==> src/rtl/tx_phy_pkg.sv <==
// Shared definitions for the PHY TX path.
// Holds the link FSM state encoding, the ordered-set words (COM/IDL/SKP),
// and a small helper that sizes counters with a floor on their width.
package tx_phy_pkg;

    typedef enum logic [1:0] {
        ST_IDLE   = 2'd0,
        ST_TRAIN  = 2'd1,
        ST_ACTIVE = 2'd2
    } tx_state_t;

    localparam logic [31:0] ZERO_WORD = 32'h0000_0000;
    localparam logic [31:0] COM_WORD  = 32'hBCBC_BCBC;
    localparam logic [31:0] IDL_WORD  = 32'h7C7C_7C7C;
    localparam logic [31:0] SKP_WORD  = 32'h1C1C_1C1C;

    // Bits needed to hold values 0..n, but never fewer than min_w.
    function automatic int cnt_w(input int n, input int min_w);
        int w;
        w = $clog2(n + 1);
        return (w > min_w) ? w : min_w;
    endfunction

endpackage

==> src/rtl/rr_arbiter_2.sv <==
// Two-way round-robin arbiter with a burst limit.
// The current owner keeps winning contention until it has taken MAX_BURST
// consecutive grants; then the other requester takes over. A lone requester
// is always granted. Nothing changes while en_i is low.
// Ports:
//   clk_i, rst_i : clock, asynchronous active-high reset
//   en_i         : arbitration allowed this cycle
//   req_i[1:0]   : requests from source 1 / source 0
//   gnt_o[1:0]   : one-hot (or zero) combinational grant
module rr_arbiter_2 #(
    parameter int MAX_BURST = 4
) (
    input  logic       clk_i,
    input  logic       rst_i,
    input  logic       en_i,
    input  logic [1:0] req_i,
    output logic [1:0] gnt_o
);

    localparam int            BW   = $clog2(MAX_BURST + 1);
    localparam logic [BW-1:0] BMAX = BW'(MAX_BURST);

    logic          owner_q, owner_d;
    logic [BW-1:0] burst_q, burst_d;
    logic          pick;

    always_comb begin
        gnt_o   = 2'b00;
        owner_d = owner_q;
        burst_d = burst_q;
        pick    = owner_q;
        if (en_i) begin
            if (&req_i) pick = (burst_q >= BMAX) ? ~owner_q : owner_q;
            else        pick = req_i[1];
            if (|req_i) begin
                gnt_o = pick ? 2'b10 : 2'b01;
                if (pick != owner_q) begin
                    owner_d = pick;
                    burst_d = BW'(1);
                end else if (burst_q < BMAX) begin
                    burst_d = burst_q + BW'(1);
                end
            end else begin
                // Owner let go with nobody waiting: its next grant starts a fresh run.
                burst_d = '0;
            end
        end
    end

    always_ff @(posedge clk_i or posedge rst_i) begin
        if (rst_i) begin
            owner_q <= 1'b0;
            burst_q <= '0;
        end else begin
            owner_q <= owner_d;
            burst_q <= burst_d;
        end
    end

endmodule

==> src/rtl/tx_arbiter.sv <==
// Link-level TX arbiter: IDLE -> TRAIN (TRAIN_LEN COM words) -> ACTIVE.
// In ACTIVE it muxes two sources onto the PHY word stream with one cycle of
// latency, fills empty cycles with IDL and periodically inserts a SKP word.
// Ports:
//   clk_f, reset         : clock, asynchronous active-high reset
//   enable               : link enable
//   req_0/1, data_0/1    : source requests and words
//   gnt_0/1              : combinational grants (word captured at next edge)
//   data_input/valid/active : registered PHY TX outputs
module tx_arbiter
    import tx_phy_pkg::*;
#(
    parameter int TRAIN_LEN     = 4,
    parameter int MAX_BURST     = 4,
    parameter int SKIP_INTERVAL = 16
) (
    input  logic        clk_f,
    input  logic        reset,
    input  logic        enable,
    input  logic        req_0,
    input  logic        req_1,
    input  logic [31:0] data_0,
    input  logic [31:0] data_1,
    output logic        gnt_0,
    output logic        gnt_1,
    output logic [31:0] data_input,
    output logic        valid,
    output logic        active
);

    localparam int TW = (TRAIN_LEN > 1) ? $clog2(TRAIN_LEN) : 1;
    localparam int SW = cnt_w(SKIP_INTERVAL, 5);

    tx_state_t     state_q, state_d;
    logic [TW-1:0] train_q, train_d;
    logic [SW-1:0] skp_q, skp_d;
    logic [31:0]   data_q, data_d;
    logic          valid_q, valid_d;
    logic          active_q, active_d;
    logic [1:0]    gnt;
    logic          skp_now, arb_en;

    // SKP slot pre-empts arbitration; a request seen here simply waits.
    assign skp_now = (state_q == ST_ACTIVE) && (skp_q == SW'(SKIP_INTERVAL));
    assign arb_en  = (state_q == ST_ACTIVE) && enable && !skp_now;

    rr_arbiter_2 #(.MAX_BURST(MAX_BURST)) u_rr (
        .clk_i (clk_f),
        .rst_i (reset),
        .en_i  (arb_en),
        .req_i ({req_1, req_0}),
        .gnt_o (gnt)
    );

    assign gnt_0 = gnt[0];
    assign gnt_1 = gnt[1];

    // State register
    always_ff @(posedge clk_f or posedge reset) begin
        if (reset) begin
            state_q <= ST_IDLE;
            train_q <= '0;
            skp_q   <= '0;
        end else begin
            state_q <= state_d;
            train_q <= train_d;
            skp_q   <= skp_d;
        end
    end

    // Next state; the SKP counter only runs in ACTIVE and restarts on entry.
    always_comb begin
        state_d = state_q;
        train_d = train_q;
        skp_d   = '0;
        if (!enable) begin
            state_d = ST_IDLE;
            train_d = '0;
        end else begin
            case (state_q)
                ST_IDLE: begin
                    state_d = ST_TRAIN;
                    train_d = '0;
                end
                ST_TRAIN: begin
                    if (train_q == TW'(TRAIN_LEN - 1)) begin
                        state_d = ST_ACTIVE;
                        train_d = '0;
                    end else begin
                        train_d = train_q + TW'(1);
                    end
                end
                ST_ACTIVE: skp_d = skp_now ? '0 : skp_q + SW'(1);
                default:   state_d = ST_IDLE;
            endcase
        end
    end

    // Output values to register at the coming edge.
    always_comb begin
        data_d   = ZERO_WORD;
        valid_d  = 1'b0;
        active_d = 1'b0;
        if (enable) begin
            case (state_q)
                ST_TRAIN: begin
                    data_d   = COM_WORD;
                    valid_d  = 1'b1;
                    active_d = 1'b1;
                end
                ST_ACTIVE: begin
                    active_d = 1'b1;
                    if (skp_now) begin
                        data_d  = SKP_WORD;
                        valid_d = 1'b1;
                    end else if (gnt[0]) begin
                        data_d  = data_0;
                        valid_d = 1'b1;
                    end else if (gnt[1]) begin
                        data_d  = data_1;
                        valid_d = 1'b1;
                    end else begin
                        data_d  = IDL_WORD;
                    end
                end
                default: ;
            endcase
        end
    end

    always_ff @(posedge clk_f or posedge reset) begin
        if (reset) begin
            data_q   <= ZERO_WORD;
            valid_q  <= 1'b0;
            active_q <= 1'b0;
        end else begin
            data_q   <= data_d;
            valid_q  <= valid_d;
            active_q <= active_d;
        end
    end

    assign data_input = data_q;
    assign valid      = valid_q;
    assign active     = active_q;

endmodule

==> config.mk <==
export PLATFORM = sky130hd
export DESIGN_NAME = tx_arbiter
export DESIGN_NICKNAME = d
export VERILOG_FILES = /design/src/rtl/tx_phy_pkg.sv /design/src/rtl/rr_arbiter_2.sv /design/src/rtl/tx_arbiter.sv
export SDC_FILE = /design/constraint.sdc
export NUM_CORES = 1
export LEC_CHECK = 0
export BUFFER_PORTS_ARGS = -buffer_cell sky130_fd_sc_hd__buf_2
export CORE_MARGIN = 3
export CORE_UTILIZATION = 49
export CTS_CLUSTER_SIZE = 10
export DETAILED_ROUTE_END_ITERATION = 6
export PLACE_DENSITY = 0.86
export SLEW_MARGIN = 10
export SYNTH_ARGS = -nofsm -noshare
export SYNTH_HDL_FRONTEND = slang
export SYNTH_SLANG_ARGS = --single-unit
==> constraint.sdc <==
create_clock -name clk_f -period 3.9 [get_ports clk_f]
set_input_delay 0.39 -clock clk_f [delete_from_list [all_inputs] [get_ports clk_f]]
set_output_delay 0.39 -clock clk_f [all_outputs]
set_load 0.05 [all_outputs]
==> results of run 1 <==
-- final cells by class --
cell class	instances	area [sq um]	share of cell area
clock inverter	1	7.51	0.00266
multi-input combinational	134	918	0.326
inverter	10	37.5	0.0133
clock buffer	7	96.3	0.0342
sequential	47	1180	0.417
tap	50	62.6	0.0222
timing repair buffer	104	520	0.185
-- critical path, stage by stage (launching register included) --
cell,delay (ns)
dfrtp_1,0.40
inv_1,0.06
ha_1,0.20
and4bb_2,0.27
a211o_1,0.50
or2_4,0.35
inv_1,0.05
buf_2,0.25
-- Yosys cell counts (4+ instances only) --
cell and count:
nor3_1 6, ha_1 8, a221o_1 4, inv_1 10, nor2_1 36, nor2b_1 5
o21ai_0 10, dfrtp_1 47, a21oi_1 5, o31ai_1 12, nand2_1 4, a22o_1 8
o221a_1 4
-- cells by family (layout without fill, tap and decap cells) --
family                   Yosys count  after routing  share of synthesized area
flip-flops                        47             47                      0.541
AO/OA/AOI/OAI                     55             55                      0.202
XOR/XNOR                           4              4                     0.0196
adder cells (fa/ha/maj)            8              8                     0.0461
multiplexers                       3              3                     0.0144
AND/OR/NAND/NOR                   64             64                      0.141
buffers and inverters             17            122                     0.0357
-- through the flow --
stage                util  std cells
global route        0.680        353
CTS                 0.680        353
global placement    0.655        345
floorplan               -        198
detailed placement  0.655        345
finish              0.680        353
-- cells in the final DEF, fill, tap and decap left out, types with 5 or more instances in the layout --
cell type / instances
nor3_1: 6
inv_1: 9
nor2_1: 36
ha_1: 8
o31ai_1: 12
clkbuf_8: 7
a21oi_1: 5
buf_2: 104
o21ai_0: 10
nor2b_1: 5
a22o_1: 8
dfrtp_1: 47
-- routing by layer --
layer,vias up,routed length (um),GRT usage
li1,917,-,-
met1,904,1930,0.249
met2,109,2820,0.349
met3,13,539,0.0551
met4,0,122,0.0799
met5,-,0,0
-- path summary, 6_finish.rpt --
kind	cells past startpoint	startpoint	to	slack (ns)
max reg2reg	6	state_q[0]	data_input[21]	1.63
min	2	reset	data_input[12]	0.29
max in group asynchronous	2	reset	state_q[0]	3.02
max	7	skp_q[0]	gnt_1	1.14
min in group clk_f	2	data_0[16]	data_input[16]	0.30
min reg2reg	1	skp_q[0]	skp_q[0]	0.50
-- sequential cells by signal, indices dropped and copies added (netlist names) --
register,cells
u_rr.burst_q,3
data_input,32
skp_q,5
state_q,2
active,1
train_q,2
u_rr.owner_q,1
valid,1
-- report_power, final --
part | internal, uW | switching, uW | leakage [uW] | total (uW)
registers | 571 | 44.3 | 0.000647 | 616
clock network | 161 | 158 | 0.0000505 | 320
logic | 189 | 423 | 0.000858 | 611
==> key figures, run 1 <==
Outcome
  • Outcome: finished clean

Detailed routing
  • Drt initial violations: 156
  • Antenna-violating nets left: 0
  • WL final: 5420 um
  • DRC viols: 0
  • Post-detailed-route wirelength per cell: 15.4 um
  • First-pass DRT Iterations: 4
  • Vias per cell: 5.50
  • Vias: 1943

Synth
  • Gate Count Post-Synth: 198
  • Post-synthesis sequential area ratio: 0.541
  • Post-synthesis cell type count: 41
  • Mapped Avg Cell Area: 11.0 sq um
  • Number of enable flip-flop cells after synthesis: 0
  • Area leader, netlist: dfrtp_1
  • Asr flop ratio synth: 1.00
  • Share of the synthesized area in the top cell type: 0.541
  • Mapped Nets: 275
  • Ys Warns: 0
  • Main synth FF type: dfrtp_1
  • Netlist Area Pre-Place: 0.00217 sq mm
  • Register bit count reported by yosys: 47
  • Synth top area cells: dfrtp_1, nor2_1, ha_1

Floorplanning
  • Starting Density: 0.524
  • DIE HEIGHT: 72.6 um
  • Die X: 72.6 um
  • I/O pin total: 105
  • Core footprint: 0.00414 sq mm
  • Num rows: 23
  • Die footprint: 0.00527 sq mm

CTS
  • CTS tree: built
  • Cts hold-fix bufs: 0
  • Clk root buf: clkbuf_8
  • Worst-Skew Late Latency: 0.29 ns
  • H-tree depth: 2
  • Clock Sinks: 47
  • CTS Buf Count: 5
  • Clock Path Buffers: 2
  • Clock-pin slew on the worst setup and hold paths: 0.09 ns
  • Post-CTS sizing: 0
  • Post-CTS setup buffer count: 0

Place
  • Dpl ws: 1.48 ns
  • Post-DP Area: 0.00272 sq mm
  • Final HPWL DP: 4090 um
  • RePlAce Congestion: 0.837
  • Port Buffers: 104

Global route
  • Largest net degree at the start of global routing: 48
  • Vias in the first global route: 1859
  • Global-route wire length before repair: 8450 um
  • Global Route Usage Sum: 0.206
  • Initial antenna violation count: 0
  • Total gr overflow: 0

Cells and area
  • Fill count: 320
  • ANT cells: 0
  • Fin area: 0.00282 sq mm
  • Number of nets in the layout: 379
  • Synthesis-to-layout area growth: 29.8%
  • Fraction of layout cells with a size suffix above 1: 0.403

Setup path
  • Startpoint Class: register
  • Worst EP arrival: 2.37 ns
  • Worst path required time: 3.51 ns
  • Crit path max fanout: 18
  • WS Path Type: reg2out
  • Worst setup EP type: output pin

STA
  • Final WS setup: 1.14 ns
  • Final min period: 2.76 ns
  • Final Hold Viols: 0
  • Fin Hold WS: 0.294 ns
  • Slew HR: 0.373
  • Max frequency: 363 MHz
  • Period Utilization, post-route: 0.706
  • Setup_tns: 0 ns
  • Final setup skew: 0.00823 ns
  • Final slew viol count: 0
  • RSZ-0062 raised after global routing: false
  • Slew @ Worst Pin: 0.940 ns
  • Final Setup Violations: 0

Power and ir drop
  • Total chip power: 1550 uW
  • Worst vdd ir: 0.235 mV
  • Static leakage: 0.00155 uW
  • Pwr Density: 549 mW/mm^2

Min path
  • Hold Crit Class: in2async

Job
  • Max-cap viol count: 0
Note: power is estimated with default switching activity, not from simulation.
==> inputs of run 2 (changes only) <==
- CORE_UTILIZATION: 49 -> 41
- PLACE_DENSITY: 0.86 -> 0.77
- clock period: 3.9 -> 2.4 ns (I/O delays scaled with it)
==> run 2 against run 1 <==
Net effect:
- die area grew 18%
- hold slack lost 0.15 ns
- utilization shrank 9.5 points
- combinational power grew 65%
- count of clock-buffer cells in the layout shrank 1
- final cell count grew 5.4%
- non-clock buffer count grew 3
- sequential cell count is the same
- critical path type unchanged
==> key figures, run 2 (same netlist as run 1, synthesis figures left out) <==
Outcome
  • Outcome: finished clean

CTS
  • Cts hold-fix bufs: 0
  • Clock Path Buffers: 2
  • CTS Buf Count: 5
  • CTS tree: built
  • Worst-Skew Late Latency: 0.29 ns
  • Clock Sinks: 47
  • H-tree depth: 2
  • Clock-pin slew on the worst setup and hold paths: 0.08 ns
  • Clk root buf: clkbuf_8

Setup path
  • WS Path Type: reg2out
  • Worst EP arrival: 2.03 ns
  • Crit path max fanout: 8
  • Startpoint Class: register
  • Worst setup EP type: output pin
  • Worst path required time: 2.16 ns

Power and ir drop
  • Pwr Density: 890 mW/mm^2
  • Total chip power: 2560 uW
  • Static leakage: 0.00157 uW
  • Worst vdd ir: 0.315 mV

Detailed routing
  • Post-detailed-route wirelength per cell: 14.7 um
  • DRC viols: 0
  • First-pass DRT Iterations: 4
  • Vias: 1891
  • Antenna-violating nets left: 0
  • Vias per cell: 5.08
  • WL final: 5450 um
  • Drt initial violations: 98

Cells and area
  • Commonest non-fill, non-tap cells in the layout: buf_2, dfrtp_1, nor2_1
  • Fill count: 447
  • Fraction of layout cells with a size suffix above 1: 0.407
  • Synthesis-to-layout area growth: 32.4%
  • Number of nets in the layout: 382
  • ANT cells: 0
  • Final Util: 0.586
  • Leading cell type in the layout, fill and taps excluded: buf_2
  • Largest register FFs: 32

Global route
  • Global-route wire length before repair: 8470 um
  • Global Route Usage Sum: 0.172
  • Total gr overflow: 0
  • Vias in the first global route: 1897
  • Largest net degree at the start of global routing: 48
  • Initial antenna violation count: 0

Min path
  • Hold Crit Class: in2async

Place
  • Port Buffers: 104
  • Dpl ws: 0.232 ns
  • RePlAce Congestion: 0.828
  • Final HPWL DP: 4150 um

STA
  • Max frequency: 440 MHz
  • Final setup skew: 0.00565 ns
  • Final slew viol count: 0
  • Setup_tns: 0 ns
  • Slew HR: 0.382
  • Final min period: 2.27 ns
  • Slew @ Worst Pin: 0.925 ns
  • RSZ-0062 raised after global routing: false
  • Period Utilization, post-route: 0.948
  • Final Hold Viols: 0
  • Final Setup Violations: 0
  • Fin Hold WS: 0.149 ns
  • Final WS setup: 0.125 ns

Floorplanning
  • DIE HEIGHT: 78.8 um
  • I/O pin total: 105
  • Die X: 78.8 um
  • Starting Density: 0.442
  • Core footprint: 0.00491 sq mm
  • Die footprint: 0.00621 sq mm
  • Num rows: 25

Job
  • Max-cap viol count: 0
-- run 2: power breakdown --
part	internal, uW	switching [uW]	leakage [uW]
Sequential	929	75.9	0.000647
Combinational	320	692	0.000873
Clock	305	239	0.0000513
Total	1550	1010	0.00157
-- run 2: per-layer routing --
| metal | GRT usage | part of all wire | vias to the layer above | wire [um] |
|---|---|---|---|---|
| li1 | - | - | 916 | - |
| met1 | 0.201 | 0.39 | 909 | 2100 |
| met2 | 0.310 | 0.53 | 60 | 2900 |
| met3 | 0.0488 | 0.074 | 6 | 406 |
| met4 | 0.0402 | 0.0081 | 0 | 44 |
| met5 | 0 | 0 | - | 0 |
-- run 2: worst paths after layout --
check / slack (ns) / cells after the start / startpoint / endpoint
setup / recovery: 0.13 / 7 / skp_q[0] / gnt_1
hold / removal: 0.15 / 2 / reset / data_input[6]
setup reg to reg: 0.21 / 6 / state_q[0] / data_input[31]
hold reg to reg: 0.51 / 1 / skp_q[0] / skp_q[0]
max in group asynchronous: 1.67 / 2 / reset / valid
min in group clk_f: 0.16 / 2 / data_0[17] / data_input[17]
-- run 2: critical path, cell delays in order, from the launching register on --
cell and delay (ns):
dfrtp_1 0.40, inv_1 0.06, ha_1 0.20, and4bb_2 0.27, a211o_4 0.32, or2_4 0.27, inv_1 0.07, buf_6 0.15
-- run 2: metrics by stage --
| step | area (sq um) | cells |
|---|---|---|
| 2_1_floorplan | 2170 | 198 |
| 3_3_place_gp | 2750 | 364 |
| 3_5_place_dp | 2750 | 364 |
| 4_1_cts | 2860 | 371 |
| 5_1_grt | 2880 | 372 |
| 6_report | 2880 | 372 |
-- run 2: final cells by class --
type	instances	area, sq um	share of cell area
sequential	47	1180	0.409
multi-input combinational	134	927	0.322
timing repair buffer	107	549	0.191
tap	67	83.8	0.0291
clock buffer	6	72.6	0.0252
inverter	10	37.5	0.0130
clock inverter	1	30.0	0.0104
-- run 2: what timing repair did --
item                                    CTS  global route
pin swaps                                 0             1
hold endpoints to repair                  0             0
buffers inserted                          0             1
resized for setup                         2             2
endpoints found under the setup margin    1             1
==> inputs of run 3 (changes only) <==
- CORE_UTILIZATION: 41 -> 46
- PLACE_DENSITY: 0.77 -> 0.82
- clock period: 2.4 -> 2.54 ns (I/O delays scaled with it)
==> run 3 against run 2 <==
Net effect:
- first-iteration DRC count down 26%
- power is 10% lower
- setup slack improved by 0.0056 ns
- global-route usage rose by 1.3 points
- via count decreased by 0.74%
- sequential power is 5% lower
- critical path type unchanged
- largest power group is now sequential cells
==> key figures, run 3 (same netlist as run 1, synthesis figures left out) <==
STA
  • Final Setup Violations: 0
  • Slew HR: 0.392
  • Period Utilization, post-route: 0.949
  • Slew @ Worst Pin: 0.911 ns
  • Final min period: 2.41 ns
  • Final WS setup: 0.131 ns
  • Final setup skew: 0.00544 ns
  • RSZ-0062 raised after global routing: false
  • Max frequency: 415 MHz
  • Final slew viol count: 0
  • Final Hold Viols: 0
  • Setup_tns: 0 ns

Place
  • Final HPWL DP: 3930 um
  • RePlAce Congestion: 0.783
  • Port Buffers: 104
  • Dpl ws: 0.366 ns

Outcome
  • Outcome: finished clean

Job
  • Max-cap viol count: 0

CTS
  • Post-CTS sizing: 0
  • Clk root buf: clkbuf_8
  • Worst-Skew Late Latency: 0.29 ns
  • Cts hold-fix bufs: 0
  • Post-CTS setup buffer count: 0
  • H-tree depth: 2
  • Clock-pin slew on the worst setup and hold paths: 0.08 ns
  • CTS tree: built
  • Clock Sinks: 47
  • Clock Path Buffers: 2
  • CTS Buf Count: 5

Setup path
  • Crit path max fanout: 5
  • Worst setup EP type: output pin
  • WS Path Type: reg2out
  • Worst path buffer plus inverter count: 3
  • CP max stage delay: 0.39 ns
  • Delay-heaviest family, CP: simple AND/OR/NAND/NOR gates
  • CP max-delay cell: dfrtp_1
  • Worst path most repeated cell: inv_1
  • CP Cell Sequence: inv_1 -> ha_1 -> and4bb_2 -> a211o_1 -> or2_4 -> inv_1 -> buf_2
  • Worst EP arrival: 2.16 ns
  • Startpoint Class: register
  • Worst path required time: 2.29 ns

Detailed routing
  • WL final: 5150 um
  • DRC viols: 0
  • Drt initial violations: 73
  • Post-detailed-route wirelength per cell: 14.4 um
  • Antenna-violating nets left: 0
  • Vias per cell: 5.26
  • First-pass DRT Iterations: 5
  • Vias: 1877

Cells and area
  • Leading cell type in the layout, fill and taps excluded: buf_2
  • Largest register FFs: 32
  • Synthesis-to-layout area growth: 29.6%
  • Fraction of layout cells with a size suffix above 1: 0.400
  • Commonest non-fill, non-tap cells in the layout: buf_2, dfrtp_1, nor2_1
  • Number of nets in the layout: 381
  • ANT cells: 0
  • Fill count: 361

Power and ir drop
  • Pwr Density: 817 mW/mm^2
  • Static leakage: 0.00156 uW
  • Worst vdd ir: 0.418 mV
  • Total chip power: 2300 uW

Floorplanning
  • Die X: 74.7 um
  • Die footprint: 0.00558 sq mm
  • I/O pin total: 105
  • Num rows: 24
  • Starting Density: 0.489
  • DIE HEIGHT: 74.7 um
  • Core footprint: 0.00444 sq mm

Global route
  • Initial antenna violation count: 0
  • Vias in the first global route: 1733
  • Total gr overflow: 0
  • Global Route Usage Sum: 0.184
  • Largest net degree at the start of global routing: 48
  • Global-route wire length before repair: 7980 um

Min path
  • Hold Crit Class: in2async
-- run 3: final timing paths --
kind,from,end,slack [ns],depth (start not counted)
setup reg to reg,state_q[0],data_input[31],0.35,6
hold / removal,reset,data_input[5],0.17,2
min in group clk_f,data_0[1],data_input[1],0.18,2
hold reg to reg,skp_q[0],skp_q[0],0.50,1
max in group asynchronous,reset,skp_q[0],1.82,2
setup / recovery,skp_q[0],gnt_1,0.13,7
-- run 3: final cells by class --
class                   instances  area, sq um  area share
inverters                      10         37.5      0.0133
well taps                      52         65.1      0.0231
repair buffers                106          536       0.190
clock inverters                 1         5.00     0.00178
multi-input cells             134          918       0.326
clock buffers                   7         76.3      0.0271
flip-flops and latches         47         1180       0.418
-- run 3: where the power goes --
| group | switching (uW) | total [uW] | internal, uW | leakage, uW |
|---|---|---|---|---|
| Clock | 224 | 417 | 193 | 0.0000422 |
| Combinational | 643 | 937 | 294 | 0.000866 |
| Sequential | 68.8 | 946 | 877 | 0.000647 |
-- run 3: per-stage QoR --
stage          hold WS [ns]  utilization  instances  area (sq um)
5_1_grt               0.166        0.633        357          2810
2_1_floorplan         0.387            -        198          2170
6_report              0.169        0.633        357          2810
3_5_place_dp          0.474        0.615        349          2730
3_3_place_gp          0.471        0.615        349          2730
4_1_cts               0.175        0.633        357          2810
-- run 3: routing by layer --
metal	vias up	global-route usage	part of all wire
met5	-	0	0
met4	0	0.0356	0.0033
met3	2	0.0454	0.054
met2	65	0.310	0.51
met1	893	0.245	0.43
li1	917	-	-
